File: src/rtl/mac_array_sched.sv
// mac_array_sched: control sequencer for an N x N weight-stationary systolic MAC array.
// Takes one matrix-multiply job per handshake. It loads N weight rows, streams T input
// columns, then flushes the pipeline with zero columns. It emits T result columns under
// a valid/ready handshake. Downstream backpressure freezes the whole array through arr_en.
// The block has no datapath: it drives only strobes and indices.
//
// Ports:
//   CLK, RST                       clock, synchronous active-high reset
//   job_valid/job_ready/job_t      job request handshake and column count
//   job_err                        one-cycle pulse when a job is rejected (t==0 or t>TMAX)
//   w_valid/w_ready/w_load/w_row   weight row handshake, latch strobe and row index
//   x_valid/x_ready/x_shift        input column handshake and real-column shift strobe
//   x_zero, x_col                  zero-column (flush) shift strobe, column index
//   arr_en                         global MAC array clock enable
//   res_capture                    datapath latches array output into the holding register
//   res_valid/res_ready/res_col    result handshake and held column index
//   busy, done                     not idle; one-cycle pulse at job completion
module mac_array_sched #(
  parameter int unsigned N    = 5,
  parameter int unsigned TMAX = 16,
  parameter int unsigned LAT  = 10,
  parameter int unsigned CW   = 5
) (
  input  logic          CLK,
  input  logic          RST,
  input  logic          job_valid,
  output logic          job_ready,
  input  logic [CW-1:0] job_t,
  output logic          job_err,
  input  logic          w_valid,
  output logic          w_ready,
  output logic          w_load,
  output logic [2:0]    w_row,
  input  logic          x_valid,
  output logic          x_ready,
  output logic          x_shift,
  output logic          x_zero,
  output logic [CW-1:0] x_col,
  output logic          arr_en,
  output logic          res_capture,
  output logic          res_valid,
  input  logic          res_ready,
  output logic [CW-1:0] res_col,
  output logic          busy,
  output logic          done
);

  typedef enum logic [2:0] {StIdle, StLoadW, StStream, StDrain, StDone} state_e;

  localparam logic [CW-1:0] One     = CW'(1);
  localparam logic [CW-1:0] TMaxCw  = CW'(TMAX);
  localparam logic [2:0]    LastRow = 3'(N - 1);

  state_e          state_q, state_d;
  logic [CW-1:0]   t_q, in_cnt_q, out_cnt_q, res_col_q;
  logic [2:0]      w_cnt_q;
  // Token pipe: a 1 marks a real column travelling through the array, 0 a flush column.
  logic [LAT-1:0]  tok_q;
  logic            res_valid_q, job_err_q;
  logic            stall, tok_in, job_take, job_ok;

  assign stall    = res_valid_q & ~res_ready;
  assign job_take = job_valid & (state_q == StIdle);
  assign job_ok   = (job_t != '0) && (job_t <= TMaxCw);

  always_ff @(posedge CLK) begin
    if (RST) begin
      state_q <= StIdle;
    end else begin
      state_q <= state_d;
    end
  end

  always_comb begin
    state_d = state_q;
    w_ready = 1'b0;
    w_load  = 1'b0;
    arr_en  = 1'b0;
    x_zero  = 1'b0;
    tok_in  = 1'b0;
    unique case (state_q)
      StIdle: begin
        if (job_take && job_ok) state_d = StLoadW;
      end
      StLoadW: begin
        w_ready = 1'b1;
        w_load  = w_valid;
        if (w_valid && (w_cnt_q == LastRow)) state_d = StStream;
      end
      StStream: begin
        arr_en = x_valid & ~stall;
        tok_in = 1'b1;
        // Leave on the tick that shifts the last real column.
        if (arr_en && ((in_cnt_q + One) == t_q)) state_d = StDrain;
      end
      StDrain: begin
        arr_en = ~stall;
        x_zero = arr_en;
        if ((out_cnt_q == t_q) && (!res_valid_q || res_ready)) state_d = StDone;
      end
      StDone: begin
        state_d = StIdle;
      end
      default: begin
        state_d = StIdle;
      end
    endcase
  end

  assign job_ready   = (state_q == StIdle);
  assign busy        = (state_q != StIdle);
  assign done        = (state_q == StDone);
  assign job_err     = job_err_q;
  assign w_row       = w_cnt_q;
  assign x_shift     = arr_en & (state_q == StStream);
  assign x_ready     = x_shift;
  assign x_col       = in_cnt_q;
  assign res_capture = arr_en & tok_q[LAT-1];
  assign res_valid   = res_valid_q;
  assign res_col     = res_col_q;

  always_ff @(posedge CLK) begin
    if (RST) begin
      t_q         <= '0;
      w_cnt_q     <= '0;
      in_cnt_q    <= '0;
      out_cnt_q   <= '0;
      tok_q       <= '0;
      res_valid_q <= 1'b0;
      res_col_q   <= '0;
      job_err_q   <= 1'b0;
    end else begin
      job_err_q <= job_take & ~job_ok;
      if (job_take && job_ok) begin
        t_q       <= job_t;
        w_cnt_q   <= '0;
        in_cnt_q  <= '0;
        out_cnt_q <= '0;
        tok_q     <= '0;
      end
      if (w_load) w_cnt_q <= w_cnt_q + 3'd1;
      if (arr_en) tok_q <= {tok_q[LAT-2:0], tok_in};
      if (x_shift) in_cnt_q <= in_cnt_q + One;
      if (res_capture) begin
        res_valid_q <= 1'b1;
        res_col_q   <= out_cnt_q;
        out_cnt_q   <= out_cnt_q + One;
      end else if (res_valid_q && res_ready) begin
        res_valid_q <= 1'b0;
      end
    end
  end

endmodule

File: config.mk
export PLATFORM = sky130hd
export DESIGN_NAME = mac_array_sched
export DESIGN_NICKNAME = d
export VERILOG_FILES = /design/src/rtl/mac_array_sched.sv
export SDC_FILE = /design/constraint.sdc
export NUM_CORES = 1
export LEC_CHECK = 0
export ABC_AREA = 1
export BUFFER_PORTS_ARGS = -buffer_cell sky130_fd_sc_hd__buf_4
export CORE_ASPECT_RATIO = 0.5
export CORE_MARGIN = 2
export CORE_UTILIZATION = 30
export DETAILED_ROUTE_END_ITERATION = 6
export GPL_ROUTABILITY_DRIVEN = 0
export SYNTH_ARGS = -nofsm -noshare
export SYNTH_HDL_FRONTEND = slang
export SYNTH_SLANG_ARGS = --single-unit
File: constraint.sdc
create_clock -name CLK -period 1.8 [get_ports CLK]
set_input_delay 0.18 -clock CLK [delete_from_list [all_inputs] [get_ports CLK]]
set_output_delay 0.18 -clock CLK [all_outputs]
set_load 0.05 [all_outputs]
# [Word level (Yosys, flattened, before mapping)]
# Index checks and enable logic that the tools add are counted.
# W data, S select, Z words.
[word_totals] ff_bits=38 in_bits=11 output_inout_bits=25 wordCells=69
[classes] add_sub_neg=3 magnitude_cmp=1 n_eq_ne=11 muxes=19 n_bitwise=9 reduce_logical=17
[ops] cell="$mux W10" n=2
[ops] cell="$mux W3" n=6
[ops] cell="$mux W5" n=3
[ops] cell="$pmux W3 S4" n=1
[ops] cell="$add A5 B1 Y5 const B" n=2
[ops] cell="$eq A5 B5 Y1" n=2
[ops] cell="$reduce_bool A2 Y1" n=5
[ops] cell="$and A1 B1 Y1" n=6
[ops] cell="$eq A3 B2 Y1 const B" n=2
[ops] cell="$eq A3 B3 Y1 const B" n=2
[ops] cell="$logic_and A1 B1 Y1" n=6
[ops] cell="$mux W1" n=6
[ops] cell="$ne A2 B2 Y1 const B" n=3
[ops] cell="$le A5 B5 Y1 const B" n=1
[ops] cell="$reduce_bool A5 Y1" n=1
[ops] cell="$reduce_and A4 Y1" n=1
[ops] cell="$add A3 B1 Y3 const B" n=1
[ops] cell="$eq A3 B1 Y1 const B" n=1
[ops] cell="$logic_not A3 Y1" n=1
[ops] cell="$not A1 Y1" n=3
[ops] cell="$reduce_bool A3 Y1" n=1
[ops] cell="$ne A2 B1 Y1 const B" n=1
[ops] cell="$pmux W1 S2" n=1
[ops] cell="$logic_not A1 Y1" n=1
[ops] cell="$logic_or A1 B1 Y1" n=1

# [Depth between registers and ports, before layout]
# Gate-level depths: netlist of the first run.
[depth] depth_word=7 depth_mapped=11 mapped_depth_nobuf=11

# [Worst setup path after synthesis of the first run]
# OpenSTA, ideal clock, no wires.
[synth_timing] path_type="register to register" from="register state_q[0]" to="register w_cnt_q[1], in the netlist w_row[1]" t_arrival_ns=1.983 t_required_ns=1.727 slack_ns=-0.255 path_stages_with_launch=7 path_buffers=0 cell_sequence="dfxtp_1 inv_1 nor3_2 nand2_1 inv_1 nand2_1 a21oi_1"
[synth_between] word_cells_on_any_way=7 classes_between="eq/ne (1); mux (2); bitwise (1); reduce/logical (3)"
[synth_lines] item="start, declared" line="54" text="state_e state_q, state_d;"
[synth_lines] item="start signal, assigned" line="68" text="state_q <= StIdle;"
[synth_lines] item="start signal, assigned" line="70" text="state_q <= state_d;"
[synth_lines] item="$eq A3 B1 Y1 *" line="81" text="unique case (state_q)"
[synth_lines] item="$mux W1 *" line="81"
[synth_lines] item="named net w_load" line="32" text="output logic w_load,"
[synth_lines] item="$mux W3 / $reduce_bool A2 Y1 (equally long branches)"
[synth_lines] item="end signal, assigned" line="141" text="if (w_load) w_cnt_q <= w_cnt_q + 3'd1;"
[synth_lines] item="end, declared" line="56" text="logic [2:0] w_cnt_q;"
# Mark *: on every way through the listed nets, which the timed path passes. The rest lies on a longest branch.
# A chain may end at the register's enable or synchronous reset.

# [Worst setup path in the final report of the first run]
[layout_timing] from="register state_q[0]" to="output port res_capture"
[layout_between] elab_chain_len=3 word_cells_on_any_way=4 classes_between="eq/ne (2); mux (1); bitwise (1)"
[layout_rtl] item="$eq A3 B2 Y1" line="81"
[layout_rtl] item="$pmux W1 S2 *" line="81"
[layout_rtl] item="$and A1 B1 Y1 *" line="118" text="assign res_capture = arr_en & tok_q[LAT-1];"
[layout_rtl] item="end, declared" line="40" text="output logic res_capture,"
# Mark *: on every way between the ends. The rest lies on a longest branch, timed or not.

==> metrics.md, run 1 <==
| Metric | Value |
|---|---|
| Non-Filler Instances | 391 |
| Synth cell types | 33 |
| Crit Reg-Reg Startpoint | x_col[1] |
| CTS tree | built |
| FFs w/ async S/R, synth | 0% |
| Crit Path Max Fanout | 14 |
| Max Slew Vio Count | 0 |
| Dominant cell type by area after synthesis | dfxtp_1 |
| Most frequent cells after synthesis | nand2_1, dfxtp_1, inv_1 |
| Net Switching | 1.06 mW |
| Num rows | 20 |
| Layout Nets | 317 |
| Max Buffers Root-to-Sink | 2 |
| Top FF cell, synth | dfxtp_1 |
| Die footprint | 7200 um2 |
| Worst-margin pin slew | 424 ps |
| Post-synth top area share | 39.0% |
| CP Capture Type | output port |
| Critical path origin | state_q[0] |
| Initial Util | 31.6% |
| H-tree Lvls | 2 |
| ANT nets after route | 0 |
| CTS Sinks | 38 |
| Area grow syn2layout | 28.5% |
| Number of buffers created by CTS | 5 |
| DR vias/cell | 4.49 |
| Post-Place Setup Slack | 208 ps |
| Clk pwr share | 31.5% |
| Die extent in x | 118 um |
| Vias in the first global route | 1595 |
| Arrival @ worst endpoint | 1510 ps |
| Synthesized area | 1950 um2 |
| Switch share | 37.5% |
| Final Hold Fails | 0 |
| Register area share after synthesis | 39.0% |
| Routed vias | 1757 |
| Max VDD drop | 453 uV |
| Synth Register Bits | 38 |
| Core area | 6180 um2 |
| Pre-antenna DRT Iters | 4 |
| Post-synth EDFFs | 0 |
| CTS root buf | clkbuf_16 |
| Status | finished clean |
| Setup total negative slack | 0 ps |
| Worst-Skew Late Latency | 280 ps |
| Max-cap violation count | 0 |
| Ant diodes | 0 |
| Die Ht | 61.0 um |
| Ports | 36 |
| Leakage Power | 1.06 nW |
| Skew final | 6.25 ps |
| Max-slew headroom | 71.7% |
| Post-Syn Nets | 280 |
| Pwr/cell area | 1120 nW/um2 |
| Mapped Cells | 265 |
| Seq pwr share | 33.8% |
| Crit-path cells | nor2_4, inv_2, nor2_4, nand2_4, o21ai_4, nand2_4, clkinv_8, buf_8 |
| GRT Total Usage | 12.9% |
| Int Power | 1.76 mW |
| Final Critical Period | 1690 ps |
| Placed Cells | 382 |
| Setup ws final | 113 ps |
| Post-DR wirelength/cell | 11.3 um |
| Post-layout util | 40.5% |
| Start point of the worst hold path | job_t[2] |
| Cts hold-fix bufs | 0 |
| Largest net degree at the start of global routing | 25 |
| 1st-iter DRT viols | 58 |
| CP required | 1620 ps |
| Power, Total | 2.81 mW |
| CP max stage delay | 340 ps |
| Initial antenna violation count | 0 |
| First-pass GRT wire length | 7250 um |
| Largest cells by area after synthesis | dfxtp_1, nand2_1, a21oi_2, inv_1, nand3_1 |
| DRC Markers | 0 |
| WL final | 4410 um |
| Final period utilization | 93.7% |
| Worst Hold Class | input pin to flop |
| Peak Freq | 0.593 GHz |
| Combinational power share | 34.6% |
| Syn_area_per_cell | 7.36 um2 |
| Final setup violation count | 0 |
| Most common cell in the netlist | nand2_1 |
| Synth warn | 0 |
| RSZ-0062 raised after global routing | no |
| DP HPWL | 3230 um |
| Slowest CP cell | dfxtp_2 |
| CP Class | flop to output port |
| Grt ovf | 0 |
| Critical path startpoint category | flop |
| Share of cells above drive strength 1 | 31.0% |
| Worst-path clk slew | 60 ps |
| IO buf count | 35 |
[power groups by stage]
stage / Combinational, mW / Clock [mW] / Sequential [mW]
after floorplan: 0.674 / 0 / 0.995
after global placement: 0.932 / 0 / 0.961
after detailed placement: 0.945 / 0 / 0.964
after CTS: 0.961 / 0.902 / 0.945
after global routing: 1.07 / 0.946 / 0.960
final: 0.975 / 0.887 / 0.952
[final timing paths]
path            endpoint  slack [ps]  depth (start not counted)
max          res_capture         110                          8
min               t_q[2]         200                          3
max reg2reg   state_q[0]         220                         11
min reg2reg     tok_q[6]         460                          2
[area by class of cell]
| type | count | area [um2] |
|---|---|---|
| Clock buffer | 7 | 143 |
| Sequential cell | 38 | 764 |
| Multi-Input combinational cell | 181 | 1020 |
| Inverter | 38 | 160 |
| Tap cell | 88 | 110 |
| Timing Repair Buffer | 38 | 300 |
| Fill cell | 636 | 3670 |
| Clock inverter | 1 | 5.00 |
[metal layers]
| layer | GRT usage, % | up-vias | share of wire, % |
|---|---|---|---|
| met4 | 6.54 | 0 | 1.6 |
| met1 | 16.1 | 805 | 47 |
| li1 | - | 923 | - |
| met2 | 21.3 | 22 | 49 |
| met3 | 3.61 | 7 | 3.1 |
| met5 | 0 | - | 0 |
[per-stage QoR]
| stage | cell area, um2 | hold slack (ps) |
|---|---|---|
| floorplan | 1960 | 258 |
| global placement | 2300 | 454 |
| detailed placement | 2300 | 454 |
| CTS | 2470 | 205 |
| global route | 2510 | 211 |
| finish | 2510 | 198 |
[state kept, by name, summed over array words and instances, names as in the netlist]
register,count
job_err,1
tok_q,10
w_row,3
res_valid,1
res_col,5
x_col,5
out_cnt_q,5
state_q,3
t_q,5
[timing repair]
| item | 4_1_cts | 5_1_grt |
|---|---|---|
| resized for setup | 6 | 8 |
| buffers inserted | 0 | 1 |
| hold endpoints to repair | 0 | 0 |
| pin swaps | 0 | 3 |
| endpoints found under the setup margin | 2 | 4 |
[logic make-up after synthesis]
kind of cell    Yosys count  share of synthesized area, %
fa+ha+maj                 4                          2.57
simple gates            124                          30.7
compound gates           50                          16.4
flops                    38                          39.0
xor+xnor                  3                          1.35
buf+inv                  46                          10.0
[cells in the final DEF (no fill, tap or decap)]
master / instances
nor2_4: 3
nand4_1: 5
clkbuf_1: 1
xnor2_1: 1
a211oi_1: 4
buf_8: 1
or2_4: 1
nor2_1: 18
buf_4: 35
clkbuf_8: 1
clkinv_8: 1
o21a_1: 1
o21ai_1: 1
dfxtp_2: 3
inv_2: 4
dfxtp_1: 35
ha_1: 4
nand2_2: 14
nor3_4: 1
clkbuf_16: 5
xor2_1: 2
nor3_1: 2
nand3_1: 19
and3_4: 1
o21ai_0: 13
nor2_2: 2
nand2_4: 2
clkinv_2: 1
inv_1: 32
o21ai_4: 1
nand2_1: 55
a21oi_2: 14
buf_6: 2
nand3_4: 1
clkinv_4: 1
a21oi_1: 16
[critical path: cells and delay by family, from the launching register on]
kind / cells / cell delay, ps
compound gates: 1 / 100
flops: 1 / 340
simple gates: 4 / 470
buf+inv: 3 / 300
Note: power is estimated with default switching activity, not from simulation.
==> inputs of run 2 (changes only) <==
--- a/config.mk
+++ b/config.mk
@@ -5,13 +5,13 @@
 export SDC_FILE = /design/constraint.sdc
 export NUM_CORES = 1
 export LEC_CHECK = 0
-export ABC_AREA = 1
 export BUFFER_PORTS_ARGS = -buffer_cell sky130_fd_sc_hd__buf_4
 export CORE_ASPECT_RATIO = 0.5
 export CORE_MARGIN = 2
 export CORE_UTILIZATION = 30
 export DETAILED_ROUTE_END_ITERATION = 6
 export GPL_ROUTABILITY_DRIVEN = 0
+export RECOVER_POWER = 100
 export SYNTH_ARGS = -nofsm -noshare
 export SYNTH_HDL_FRONTEND = slang
 export SYNTH_SLANG_ARGS = --single-unit
==> run 2 against run 1 <==
Net effect: sequential share of layout area grew 3.5 points; core utilization shrank 0.29 points; power shrank 22%; clock power grew 14%; wire length shrank 4.8%.
==> metrics.md, run 2 <==
| Metric | Value |
|---|---|
| WHS Path Cells | 3 |
| Max reg flops | 10 |
| Post-synth top area share | 43.4% |
| # fillers | 574 |
| Core area | 5560 um2 |
| Start point of the worst hold path | job_t[3] |
| FFs w/ async S/R, synth | 0% |
| CP Class | flop to output port |
| Most frequent cells after synthesis | nand2_1, dfxtp_1, a21oi_1 |
| Area of placed instances | 2140 um2 |
| Worst-Skew Late Latency | 280 ps |
| Leakage Power | 0.864 nW |
| Ports | 36 |
| Seq pwr share | 40.0% |
| CTS tree | built |
| Initial antenna violation count | 0 |
| Non-Filler Instances | 330 |
| Worst-margin pin slew | 620 ps |
| Status | finished clean |
| Net Switching | 563 uW |
| Ant diodes | 0 |
| Pre-antenna DRT Iters | 4 |
| Die Ht | 58.0 um |
| Combinational power share | 14.4% |
| Number of buffers created by CTS | 5 |
| RSZ-0062 raised after global routing | no |
| DR vias/cell | 4.82 |
| WP buf/inv | 2 |
| Post-synthesis compound-gate area fraction | 15.9% |
| Mapped Cells | 216 |
| DP HPWL | 2920 um |
| First-pass GRT wire length | 6910 um |
| Most frequent cells in the layout | nand2_1, dfxtp_1, a21oi_1 |
| CP required | 1620 ps |
| WL final | 4200 um |
| Register area share after synthesis | 43.4% |
| R2r setup slk | 160 ps |
| Crit Reg-Reg Startpoint | state_q[2] |
| Most common cell after layout, fill and taps aside | nand2_1 |
| Largest net degree at the start of global routing | 39 |
| Post-DR wirelength/cell | 12.7 um |
| Final period utilization | 95.5% |
| Max Slew Vio Count | 0 |
| Peak Freq | 0.582 GHz |
| Placed Cells | 321 |
| Max VDD drop | 463 uV |
| Synth warn | 0 |
| Die footprint | 6500 um2 |
| Final setup violation count | 0 |
| Grt ovf | 0 |
| Area grow syn2layout | 27.9% |
| Worst-path clk slew | 50 ps |
| Synthesized area | 1750 um2 |
| CP Capture Type | output port |
| CP max stage delay | 310 ps |
| Post-synth EDFFs | 0 |
| Post-synthesis adder-cell area fraction | 2.86% |
| Clk pwr share | 45.7% |
| Worst r2r path cells | 6 |
| Most common cell in the netlist | nand2_1 |
| Slowest CP cell | dfxtp_1 |
| Int Power | 1.64 mW |
| Die extent in x | 112 um |
| Critical path origin | state_q[2] |
| GRT Total Usage | 13.4% |
| Synth Area in Simple Gates | 25.2% |
| Final Hold Fails | 0 |
| Skew final | 4.96 ps |
| Syn_area_per_cell | 8.11 um2 |
| Post-Syn Nets | 231 |
| Synth cell types | 33 |
| Num rows | 19 |
| Max-slew headroom | 58.9% |
| Hold EP | t_q[3] |
| H-tree Lvls | 2 |
| Crit Path Max Fanout | 9 |
| Worst Hold Class | input pin to flop |
| Largest Register | tok_q |
| Dominant cell type by area after synthesis | dfxtp_1 |
| CTS root buf | clkbuf_16 |
| IO buf count | 35 |
| Top delay family on crit path | simple AND/OR/NAND/NOR gates |
| DRC Markers | 0 |
| Synth Register Bits | 38 |
| Top FF cell, synth | dfxtp_1 |
| Post-synthesis mux area share | 0% |
| Largest family of logic cells by synthesized area | simple AND/OR/NAND/NOR gates |
| Layout Nets | 272 |
| Max-cap violation count | 0 |
| Share of cells above drive strength 1 | 18.3% |
| Post-route cell area | 2240 um2 |
| Final Critical Period | 1720 ps |
| Max Buffers Root-to-Sink | 2 |
| Largest cells by area after synthesis | dfxtp_1, nand2_1, a21oi_1, nand3_1, xnor2_1 |
| Vias in the first global route | 1489 |
| Switch share | 25.5% |
| Critical path startpoint category | flop |
| ANT nets after route | 0 |
| Post-synthesis xor/xnor area fraction | 7.50% |
| 1st-iter DRT viols | 62 |
| Initial Util | 31.5% |
| Routed vias | 1592 |
| Arrival @ worst endpoint | 1540 ps |
| Pwr/cell area | 985 nW/um2 |
| Reg-to-reg critical path endpoint | x_col[3] |
| CTS Sinks | 38 |
| Cts hold-fix bufs | 0 |
| Crit-path cells | and2b_2, nand4_4, inv_2, clkbuf_4 |
## run 2: cell count changes after synthesis, moves of 5 or more
cell and change:
a31oi_1 +6, a21oi_2 -14, a21oi_1 +14, o21ai_0 -12, inv_1 -27, nor2_1 -13
xnor2_1 +8, nand3_1 +5, nand4_1 -5, nand2_1 -11, nand2_2 -15
## run 2: cell type report
class | count | area (um2) | share of cell area [%]
sequential | 38 | 762 | 34.0
clock inverter | 1 | 30.0 | 1.34
timing repair buffer | 45 | 268 | 12.0
clock buffer | 6 | 139 | 6.20
tap | 73 | 91.3 | 4.08
inverter | 9 | 35.0 | 1.56
multi-input combinational | 158 | 915 | 40.8
## run 2: how the worst max path moves through the flow
stage / end / cells after the start
2_1_floorplan: w_row[2] / 7
3_3_place_gp: state_q[0] / 5
3_5_place_dp: state_q[0] / 5
4_1_cts: res_capture / 4
5_1_grt: res_capture / 4
6_report: x_ready / 4
## run 2: logic make-up (layout without fill, tap and decap cells)
| group | Yosys count | in the layout |
|---|---|---|
| xor+xnor | 15 | 15 |
| compound gates | 48 | 48 |
| flops | 38 | 38 |
| fa+ha+maj | 4 | 4 |
| simple gates | 91 | 91 |
| buf+inv | 20 | 61 |
## run 2: repair_timing
item / CTS / global route
resized for setup: 0 / 1
setup endpoints to repair: 0 / 2
setup buffers: 0 / 2
## run 2: power groups by stage
stage	combinational (mW)	clock, mW	sequential, mW
after CTS	0.338	1.03	0.881
after floorplan	0.219	0	0.910
after global routing	0.346	1.06	0.884
after global placement	0.332	0	0.899
after detailed placement	0.336	0	0.899
final	0.317	1.01	0.882
## run 2: tightest hold or removal path, delay by kind of cell
kind            cells  cell delay (ps)
buf+inv             1              120
compound gates      1               50
simple gates        1               50
## run 2: metrics by stage
step	setup TNS, ps	power, mW	util (%)	hold WS, ps	setup WS (ps)
after detailed placement	0	1.24	38.4	446	249
after global routing	0	2.29	40.3	178	22.7
after CTS	0	2.24	41.5	160	36.4
final	0	2.21	40.3	166	80.6
after global placement	0	1.23	38.4	439	271
after floorplan	-175	1.13	-	298	-167
## run 2: per-layer routing
layer / wire, um / GRT usage, %
met1: 2140 / 17.8
met2: 1880 / 21.1
met3: 171 / 3.97
met4: 14 / 4.70
met5: 0 / 0
